`src/rtl/jtag_state_machine.sv`:
```
// JTAG TAP controller with a 5-bit instruction register chain.
// Latency: state and IR chain update one clock edge after TMS/TDI; IR outputs follow the chain combinationally.
// Backpressure: none; TMS/TDI are consumed on every rising edge of clock.
module jtag_state_machine (
    input  logic       clock,
    input  logic       reset,
    input  logic       io_tms,
    input  logic       io_tdi,
    output logic [3:0] io_currState,
    output logic       io_irChainOut_data,
    output logic [4:0] io_irUpdate_bits,
    output logic       io_irUpdate_valid
);

    // Encoding is fixed by the TAP definition; all 16 codes are live states.
    typedef enum logic [3:0] {
        stTLR     = 4'hF,
        stRTI     = 4'hC,
        stSelDR   = 4'h7,
        stCapDR   = 4'h6,
        stShDR    = 4'h2,
        stEx1DR   = 4'h1,
        stPauseDR = 4'h3,
        stEx2DR   = 4'h0,
        stUpdDR   = 4'h5,
        stSelIR   = 4'h4,
        stCapIR   = 4'hE,
        stShIR    = 4'hA,
        stEx1IR   = 4'h9,
        stPauseIR = 4'hB,
        stEx2IR   = 4'h8,
        stUpdIR   = 4'hD
    } tapState_t;

    tapState_t  currState;
    tapState_t  nextState;
    logic [4:0] irChain;

    always_ff @(posedge clock or negedge reset) begin
        if (!reset) begin
            currState <= stTLR;
        end else begin
            currState <= nextState;
        end
    end

    always_comb begin
        nextState = currState;
        case (currState)
            stTLR:     nextState = io_tms ? stTLR     : stRTI;
            stRTI:     nextState = io_tms ? stSelDR   : stRTI;
            stSelDR:   nextState = io_tms ? stSelIR   : stCapDR;
            stCapDR:   nextState = io_tms ? stEx1DR   : stShDR;
            stShDR:    nextState = io_tms ? stEx1DR   : stShDR;
            stEx1DR:   nextState = io_tms ? stUpdDR   : stPauseDR;
            stPauseDR: nextState = io_tms ? stEx2DR   : stPauseDR;
            stEx2DR:   nextState = io_tms ? stUpdDR   : stShDR;
            stUpdDR:   nextState = io_tms ? stSelDR   : stRTI;
            stSelIR:   nextState = io_tms ? stTLR     : stCapIR;
            stCapIR:   nextState = io_tms ? stEx1IR   : stShIR;
            stShIR:    nextState = io_tms ? stEx1IR   : stShIR;
            stEx1IR:   nextState = io_tms ? stUpdIR   : stPauseIR;
            stPauseIR: nextState = io_tms ? stEx2IR   : stPauseIR;
            stEx2IR:   nextState = io_tms ? stUpdIR   : stShIR;
            stUpdIR:   nextState = io_tms ? stSelDR   : stRTI;
            default:   nextState = stTLR;
        endcase
    end

    // Shift is keyed on the current state only, so the exit edge out of ShIR still shifts.
    always_ff @(posedge clock or negedge reset) begin
        if (!reset) begin
            irChain <= 5'b00000;
        end else begin
            case (currState)
                stCapIR: irChain <= 5'b00001;
                stShIR:  irChain <= {io_tdi, irChain[4:1]};
                default: irChain <= irChain;
            endcase
        end
    end

    assign io_currState       = currState;
    assign io_irChainOut_data = irChain[0];
    assign io_irUpdate_bits   = irChain;
    assign io_irUpdate_valid  = (currState == stUpdIR);

endmodule

```
`config.mk`:
```
export PLATFORM = sky130hd
export DESIGN_NAME = jtag_state_machine
export DESIGN_NICKNAME = d
export VERILOG_FILES = /design/src/rtl/jtag_state_machine.sv
export SDC_FILE = /design/constraint.sdc
export NUM_CORES = 1
export LEC_CHECK = 0
export BUFFER_PORTS_ARGS = -buffer_cell sky130_fd_sc_hd__buf_4
export CAP_MARGIN = 0
export CORE_AREA = 3 3 40 42
export DETAILED_ROUTE_END_ITERATION = 8
export DIE_AREA = 0 0 43 45
export PLACE_DENSITY = 0.56
export SLEW_MARGIN = 15
export SYNTH_ARGS = -nofsm -noshare
export SYNTH_HDL_FRONTEND = slang
export SYNTH_SLANG_ARGS = --single-unit
```
`constraint.sdc`:
```
create_clock -name clock -period 2.9 [get_ports clock]
set_clock_uncertainty 0.1 [all_clocks]
set_input_delay 0 -clock clock [delete_from_list [all_inputs] [get_ports clock]]
set_output_delay 0 -clock clock [all_outputs]
set_load 0.05 [all_outputs]
```
==> results of run 1 <==
timing repair:
item	CTS	global route
hold endpoints to repair	13	0
endpoints found under the setup margin	0	0
hold buffers	4	0
gates resized for setup	0	0
path summary, 6_finish.rpt:
path	start	depth (start not counted)	to	slack, ps
max in group asynchronous	reset	3	io_irUpdate_bits[4]	1890
max reg2reg	io_currState[1]	3	io_currState[1]	1580
max	io_currState[2]	3	io_irUpdate_valid	1460
min in group clock	io_irUpdate_bits[0]	2	io_irUpdate_bits[0]	410
min	reset	2	io_currState[2]	160
min reg2reg	io_irUpdate_bits[0]	2	io_irUpdate_bits[0]	410
area by class of cell:
cell class,instances,area share [%]
Tap cell,15,3.14
Clock buffer,4,4.39
Inverter,3,1.88
Sequential cell,9,38.5
Timing Repair Buffer,18,24.3
Multi-Input combinational cell,31,27.8
logic make-up after synthesis:
group	share of synthesized area, %
simple gates	19.0
compound gates	17.9
flops	54.8
buf+inv	5.65
mux	2.68
layout by cell type, fill, tap and decap left out:
| master | instances |
|---|---|
| inv_1 | 3 |
| o22ai_1 | 1 |
| dlygate4sd3_1 | 4 |
| clkbuf_4 | 3 |
| nand3b_1 | 1 |
| nand2b_1 | 5 |
| nor2_1 | 2 |
| a21oi_1 | 2 |
| nand2_1 | 9 |
| mux2_2 | 1 |
| o21ai_0 | 5 |
| buf_4 | 14 |
| o21ai_1 | 3 |
| a221o_1 | 1 |
| dfstp_2 | 4 |
| o2bb2ai_1 | 1 |
| dfrtp_1 | 5 |
| clkbuf_1 | 1 |
metal layers:
layer	vias up	GRT usage, %	routed length [um]	share of wire, %
met1	158	14.2	395	46
li1	190	-	-	-
met5	-	0	0	0
met4	0	3.61	0	0
met2	9	15.6	411	47
met3	0	7.17	59	6.8
state kept, by name, indices dropped and copies added (netlist names):
signal / count
io_irUpdate_bits: 5
io_currState: 4
critical path: cells and delay by family (launching register included):
kind | cells | cell delay (ps)
and+or+nand+nor | 2 | 250
DFF | 1 | 630
buffers and inverters | 1 | 200
per-stage QoR:
stage               hold WS (ps)  utilization, %  std cells  worst slack, ps
floorplan                   -396               -         45             1150
global placement            -272            41.4         72             1600
detailed placement          -270            41.4         72             1590
CTS                          141            46.5         80             1450
global route                 159            46.5         80             1390
finish                       158            46.5         80             1460
==> summary.md, run 1 <==
| Metric | Value |
|---|---|
| Total Wirelength | `866 um` |
| Setup crit end kind | `output pin` |
| Vias in the first global route | `approximately 340` |
| Clock latency on the worst-skew pair | `approximately 250 ps` |
| Post-layout min period | `approximately 1400 ps` |
| Post-synth net total | `approximately 50` |
| RSZ-0062 raised after global routing | `no` |
| Dpl hpwl | `between 500 and 600 um` |
| Final nets | `70` |
| Crit Path Max Fanout | `11` |
| CTS tree | `built` |
| CP Data Arrival Time | `~1300 ps` |
| Post-Place Cell Area | `roughly 530 um^2` |
| Area leader, netlist | `dfrtp_1` |
| Mapped Cells | `45` |
| Post-route clock period utilization | `between 40% and 50%` |
| Die X | `roughly 43 um` |
| Max Buffers Root-to-Sink | `2` |
| Die H | `between 40 and 50 um` |
| Commonest cells post-synth | `9 x nand2_1, 5 x dfrtp_1, 5 x nand2b_1, 5 x o21ai_0, 4 x dfstp_2` |
| CORE AREA | `1280 um^2` |
| Antenna cells | `0` |
| Slew HR | `between 70% and 80%` |
| Area of the multi-input gates | `~170 um^2` |
| Setup CP Type | `register to output pin` |
| Post-synth EDFFs | `0` |
| Initial Util | `between 30% and 40%` |
| Synth cell types | `16` |
| Via count | `roughly 360` |
| Syn. warnings | `0` |
| #FFs+latches synth | `9` |
| Max-Cap Viols | `0` |
| First-pass GRT wire length | `approximately 1.5 mm` |
| Critical-path top delay cell | `dfstp_2` |
| Gr ovfl total | `0` |
| Synth Cell Area | `420 um^2` |
| Main synth FF type | `dfrtp_1` |
| Post-route ant nets | `0` |
| Drt first pass iters | `4` |
| Post-synthesis sequential area ratio | `54.8%` |
| Finish-stage setup viols | `0` |
| Post-CTS Setup Inserts | `0` |
| Total CTS buffers | `3` |
| Setup crit start kind | `register` |
| IO buf count | `14` |
| Share of layout cells above drive strength 1 | `approximately a third` |
| Share of the synthesized area in the top cell type | `29.8%` |
| Final Cell Area | `around 600 um^2` |
| WL per Instance | `between 10 and 15 um` |
| Initial antenna violation count | `0` |
| Ports | `15` |
| Num Clock Sinks | `9` |
| Status | `finished, final reports clean` |
| HP Class | `input pin to async pin` |
| Synth area leaders | `dfrtp_1 30%, dfstp_2 25%, nand2_1 8.0%` |
| Achievable clock frequency | `695 MHz` |
| Final Wtd Congestion | `roughly 0.74` |
| Count leader, synth | `nand2_1` |
| Root Driver | `clkbuf_4` |
| Die area | `roughly 1900 um^2` |
| Clock-pin slew on the worst setup and hold paths | `~60 ps` |
| Register area | `230 um^2` |
| Final hold vios | `0` |
| Post-synthesis average cell area | `9.34 um^2` |
| Num rows | `13` |
| Htree depth | `1` |
| Layout area overhead | `42.3%` |
| Vias per cell | `about 4.5` |
| CP max stage delay | `around 630 ps` |
| Fin. max-slew vios | `0` |
| DRC errors left | `0` |
| Crit path required time | `roughly 2800 ps` |
| DRT iter0 DRCs | `8` |
| Setup TNS | `0 ps` |
| Post-synth ARST share | `100%` |
| CP Cell Sequence | `nand2b_1 > nor2_1 > buf_4` |
| Total track usage | `11.2%` |
| # fillers | `122` |
| Largest net degree at the start of global routing | `12` |
| Worst-margin pin slew | `328 ps` |
Power of run 1 is left out: the tool's default activity adds up to more than one toggle a clock period on the data nets, which glitch-free logic cannot reach.
==> run 2: changes to the inputs <==
- PLACE_DENSITY: 0.56 -> 0.58
- clock period: 2.9 -> 1.2 ns (I/O delays scaled with it)
==> summary.md, run 2 (synthesis results as in run 1) <==
| Metric | Value |
|---|---|
| Status | `finished, violations left` |
| Failing checks | `setup timing` |
| Clock-pin slew on the worst setup and hold paths | `60 ps (about the same)` |
| Final Wtd Congestion | `0.754 (+1.8%)` |
| Largest net degree at the start of global routing | `11 (-1)` |
| Die X | `43 um (unchanged)` |
| Achievable clock frequency | `around 730 MHz` |
| # fillers | `96 (-21%)` |
| Fin. max-slew vios | `0 (unchanged)` |
| Met1 wire length | `556 um (+41%)` |
| Vias per cell | `4.60 (+3.0%)` |
| Area of the multi-input gates | `228 um^2 (+37%)` |
| HP Class | `input pin to async pin` |
| Die area | `1940 um^2 (unchanged)` |
| Setup CP Type | `register to output pin` |
| Initial antenna violation count | `0 (unchanged)` |
| DR top layer | `met3` |
| RSZ-0062 raised after global routing | `yes` |
| IO buf count | `14 (unchanged)` |
| Setup crit start kind | `register` |
| Slew HR | `88.5% (+10 points)` |
| Num Clock Sinks | `9 (unchanged)` |
| Share of layout cells above drive strength 1 | `63.3% (+29 points)` |
| Ports | `15 (unchanged)` |
| Commonest non-fill, non-tap cell in the layout | `buf_4` |
| Total CTS buffers | `3 (unchanged)` |
| Gr ovfl total | `0 (unchanged)` |
| Metal3 WL | `36 um (-39%)` |
| CORE AREA | `1280 um^2 (unchanged)` |
| Setup crit end kind | `output pin` |
| Dpl hpwl | `693 um (+19%)` |
| Flip-flop count of the largest register after layout | `5 (unchanged)` |
| Post-route clock period utilization | `114%` |
| # placed instances | `78 (+8.3%)` |
| DRT iter0 DRCs | `1 (-7)` |
| First-pass GRT wire length | `1.79 mm (+19%)` |
| Finish-stage setup viols | `13 (+13)` |
| Num rows | `13 (unchanged)` |
| Via count | `432 (+21%)` |
| Die H | `45 um (unchanged)` |
| Clock latency on the worst-skew pair | `250 ps (about the same)` |
| Register area | `241 um^2 (+4.9%)` |
| Initial Util | `32.7% (unchanged)` |
| Layout area overhead | `103%` |
| Antenna cells | `0 (unchanged)` |
| Met2 Wirelength | `543 um (+32%)` |
| Post-route ant nets | `0 (unchanged)` |
| CTS tree | `built` |
| Total Wirelength | `1.14 mm (+31%)` |
| Vias in the first global route | `416 (+24%)` |
| Final hold vios | `0 (unchanged)` |
| WL per Instance | `12.1 um (+12%)` |
| Crit path required time | `1100 ps (-1700 ps)` |
| Fin cells | `94 (+18%)` |
| Total track usage | `12.4% (+1.2 points)` |
| DRC errors left | `0 (unchanged)` |
| Commonest non-fill, non-tap cells in the layout | `16 x buf_4, 7 x buf_6, 5 x dfrtp_1` |
| Drt first pass iters | `2 (-2)` |
| Worst Slack Setup Final | `-172 ps (-1630 ps)` |
| Max-Cap Viols | `0 (unchanged)` |
| Worst-margin pin slew | `173 ps (-156 ps)` |
| Final nets | `84 (+20%)` |
| Htree depth | `1 (unchanged)` |
| Crit Path Max Fanout | `3 (-8)` |
| Post-layout min period | `1370 ps` |
| CP Data Arrival Time | `1270 ps (-70 ps)` |
| Max Buffers Root-to-Sink | `2 (unchanged)` |
| Root Driver | `clkbuf_4` |
run 2: what timing repair did:
item                                    CTS  global route
cloned                                    0             1
buffers inserted                          7             1
resized for setup                        18            15
hold endpoints to repair                 12             0
endpoints found under the setup margin   13            14
pin swaps                                 2             2
hold buffers                              3             0
run 2: cell type report:
type / count / share of cell area [%]
repair buffers: 32 / 38.5
flip-flops and latches: 9 / 28.3
multi-input cells: 31 / 26.6
clock buffers: 4 / 3.07
well taps: 15 / 2.20
inverters: 3 / 1.32
run 2: worst max-delay path, cell delays in order (launching register included):
cell      delay [ps]
dfstp_4          620
nand2b_4         130
buf_6            100
nor2_4            30
buf_8            140
run 2: per-stage QoR:
stage / TNS, ps / setup WS (ps) / hold WS [ps] / util [%] / instance area, um^2
after floorplan: -1290 / -205 / -396 / - / 459
after global placement: -247 / -56.4 / -269 / 48.4 / 622
after detailed placement: -270 / -68.6 / -271 / 48.4 / 622
after CTS: -1240 / -157 / 4.26 / 61.8 / 795
after global routing: -2000 / -209 / 21.4 / 66.5 / 855
final: -1440 / -172 / 15.1 / 66.5 / 855
run 2: path summary, 6_finish.rpt:
path	slack (ps)	startpoint	depth (start not counted)	to
worst min register to register	420	io_irUpdate_bits[0]	2	io_irUpdate_bits[0]
max in group asynchronous	780	reset	2	io_currState[2]
min in group clock	420	io_irUpdate_bits[0]	2	io_irUpdate_bits[0]
worst max register to register	-160	io_currState[1]	4	io_currState[1]
worst max-delay path	-170	io_currState[1]	4	io_irUpdate_valid
worst min-delay path	20	reset	2	io_irUpdate_bits[2]
run 2: per-layer routing:
| metal | global-route usage, % | up-vias |
|---|---|---|
| met1 | 18.5 | 202 |
| met5 | 0 | - |
| met2 | 18.0 | 7 |
| met4 | 4.22 | 0 |
| li1 | - | 223 |
| met3 | 2.39 | 0 |
Power of run 2 is left out for the same reason.
==> run 3: changes to the inputs <==
- GPL_TIMING_DRIVEN: unset -> 0
- PLACE_DENSITY: 0.58 -> 0.56
- clock period: 1.2 -> 1.5 ns (I/O delays scaled with it)
==> summary.md, run 3 (synthesis results as in run 1) <==
| Metric | Value |
|---|---|
| Top Usage Layer GRT | `met2` |
| Ports | `15 (unchanged)` |
| Initial Util | `32.7% (unchanged)` |
| Die area | `1940 um^2 (unchanged)` |
| Max-Cap Viols | `0 (unchanged)` |
| Total CTS buffers | `3 (unchanged)` |
| Met3 Usage GRT | `7.17% (+4.8 points)` |
| DRC errors left | `0 (unchanged)` |
| Initial antenna violation count | `0 (unchanged)` |
| R2R Path End | `io_irUpdate_bits[1]` |
| CP Cell Sequence | `buf_6 > nand2b_2 > nor2_4 > buf_8` |
| Max Buffers Root-to-Sink | `2 (unchanged)` |
| Crit Path Max Fanout | `10 (+7)` |
| Num rows | `13 (unchanged)` |
| Flip-flop count of the largest register after layout | `5 (unchanged)` |
| Dpl hpwl | `665 um (-4.1%)` |
| CP max stage delay | `540 ps (-80 ps)` |
| Worst Reg2Reg Path Length in Cells | `3 (-1)` |
| Via count | `378 (-13%)` |
| Setup TNS | `0 ps (+1440 ps)` |
| Share of layout cells above drive strength 1 | `38.8% (-24 points)` |
| CP Data Arrival Time | `1300 ps (+30 ps)` |
| Layout area overhead | `51.8%` |
| Total track usage | `13.0% (+0.63 points)` |
| Clock-pin slew on the worst setup and hold paths | `60 ps (about the same)` |
| HP Class | `input pin to async pin` |
| Status | `finished, final reports clean` |
| Vias per cell | `4.61 (+0.30%)` |
| Slew HR | `77.7% (-11 points)` |
| Commonest non-fill, non-tap cell in the layout | `buf_4` |
| FF-to-FF setup slack | `120 ps (+280 ps)` |
| DRT iter0 DRCs | `3 (+2)` |
| Worst-margin pin slew | `334 ps (+161 ps)` |
| Die X | `43 um (unchanged)` |
| Post-CTS Setup Inserts | `0 (-7)` |
| Antenna cells | `0 (unchanged)` |
| Total Wirelength | `954 um (-16%)` |
| First-pass GRT wire length | `1.75 mm (-2.7%)` |
| Fin. max-slew vios | `0 (unchanged)` |
| Final nets | `72 (-14%)` |
| Gr ovfl total | `0 (unchanged)` |
| CORE AREA | `1280 um^2 (unchanged)` |
| CTS tree | `built` |
| Final hold vios | `0 (unchanged)` |
| Area of the multi-input gates | `176 um^2 (-23%)` |
| Buf/Inv on CP | `2 (unchanged)` |
| Achievable clock frequency | `about 710 MHz` |
| Final Wtd Congestion | `0.741 (-1.7%)` |
| Critical-path top delay cell | `dfstp_2` |
| Final Core Density | `49.7% (-17 points)` |
| Setup crit start kind | `register` |
| Finish-stage setup viols | `0 (-13)` |
| Commonest non-fill, non-tap cells in the layout | `14 x buf_4, 9 x nand2_1, 5 x o21ai_0, 5 x dfrtp_1` |
| Grt met1 use | `14.4% (-4.2 points)` |
| Crit-path leading delay family | `flip-flops` |
| Setup CP Type | `register to output pin` |
| Largest net degree at the start of global routing | `11 (unchanged)` |
| Post-layout min period | `roughly 1400 ps` |
| Register area | `234 um^2 (-3.1%)` |
| Drt first pass iters | `2 (unchanged)` |
| Clock latency on the worst-skew pair | `270 ps (+20 ps)` |
| Reg-to-Reg Start | `io_currState[1]` |
| Post-route clock period utilization | `between 90 and 100%` |
| Num Clock Sinks | `9 (unchanged)` |
| Vias in the first global route | `409 (-1.7%)` |
| RSZ-0062 raised after global routing | `no` |
| # fillers | `129 (+34%)` |
| WL per Instance | `11.6 um (-3.7%)` |
| Met2 Track Usage GR | `19.2% (+1.2 points)` |
| Crit path required time | `1400 ps (+300 ps)` |
| Setup crit end kind | `output pin` |
| IO buf count | `14 (unchanged)` |
| Htree depth | `1 (unchanged)` |
| Die H | `45 um (unchanged)` |
| Root Driver | `clkbuf_4` |
| Post-route ant nets | `0 (unchanged)` |
==> run 3: cell count changes in the layout (fill, tap and decap cells not counted), sizes merged <==
cell         before  now
buf              29   16
dlygate4sd3       3    4
==> run 3: worst register-to-register path: stages (launching register included) <==
cell and delay (ps):
dfstp_4 650, nand3b_1 260, nand2_1 150, o21ai_0 90
==> run 3: per-layer routing <==
layer / up-vias / wire, um / part of all wire (%)
met3: 4 / 62 / 6.5
met2: 8 / 438 / 46
met5: - / 0 / 0
li1: 195 / - / -
met1: 171 / 427 / 45
met4: 0 / 26 / 2.7
==> run 3: final cells by class <==
cell class              instances  area share, %
flip-flops and latches          9           36.7
repair buffers                 18           23.9
plain buffers                   2           2.94
inverters                       3           1.76
well taps                      15           2.94
clock buffers                   4           4.12
multi-input cells              31           27.6
==> run 3: worst max-delay path by stage <==
stage	start	cells past startpoint	to
after floorplan	io_currState[2]	3	io_currState[1]
after global placement	io_currState[1]	3	io_currState[1]
after detailed placement	io_currState[1]	3	io_currState[1]
after CTS	io_currState[2]	4	io_irUpdate_valid
after global routing	io_currState[1]	3	io_irUpdate_bits[1]
final	io_currState[2]	4	io_irUpdate_valid
==> run 3: repair_timing <==
item | in CTS | in global routing
setup endpoints to repair | 1 | 1
pin swaps | 0 | 0
hold endpoints to repair | 13 | 0
hold buffers | 4 | 0
gates resized for setup | 1 | 3
==> run 3: stage by stage <==
step	hold slack, ps	area (um^2)	worst slack [ps]	cells
2_1_floorplan	-396	434	21.4	45
3_3_place_gp	-270	558	80.3	74
3_5_place_dp	-268	558	87.6	74
4_1_cts	141	628	21.7	82
5_1_grt	151	638	15.6	82
6_report	145	638	101	82
Power of run 3 is left out for the same reason.
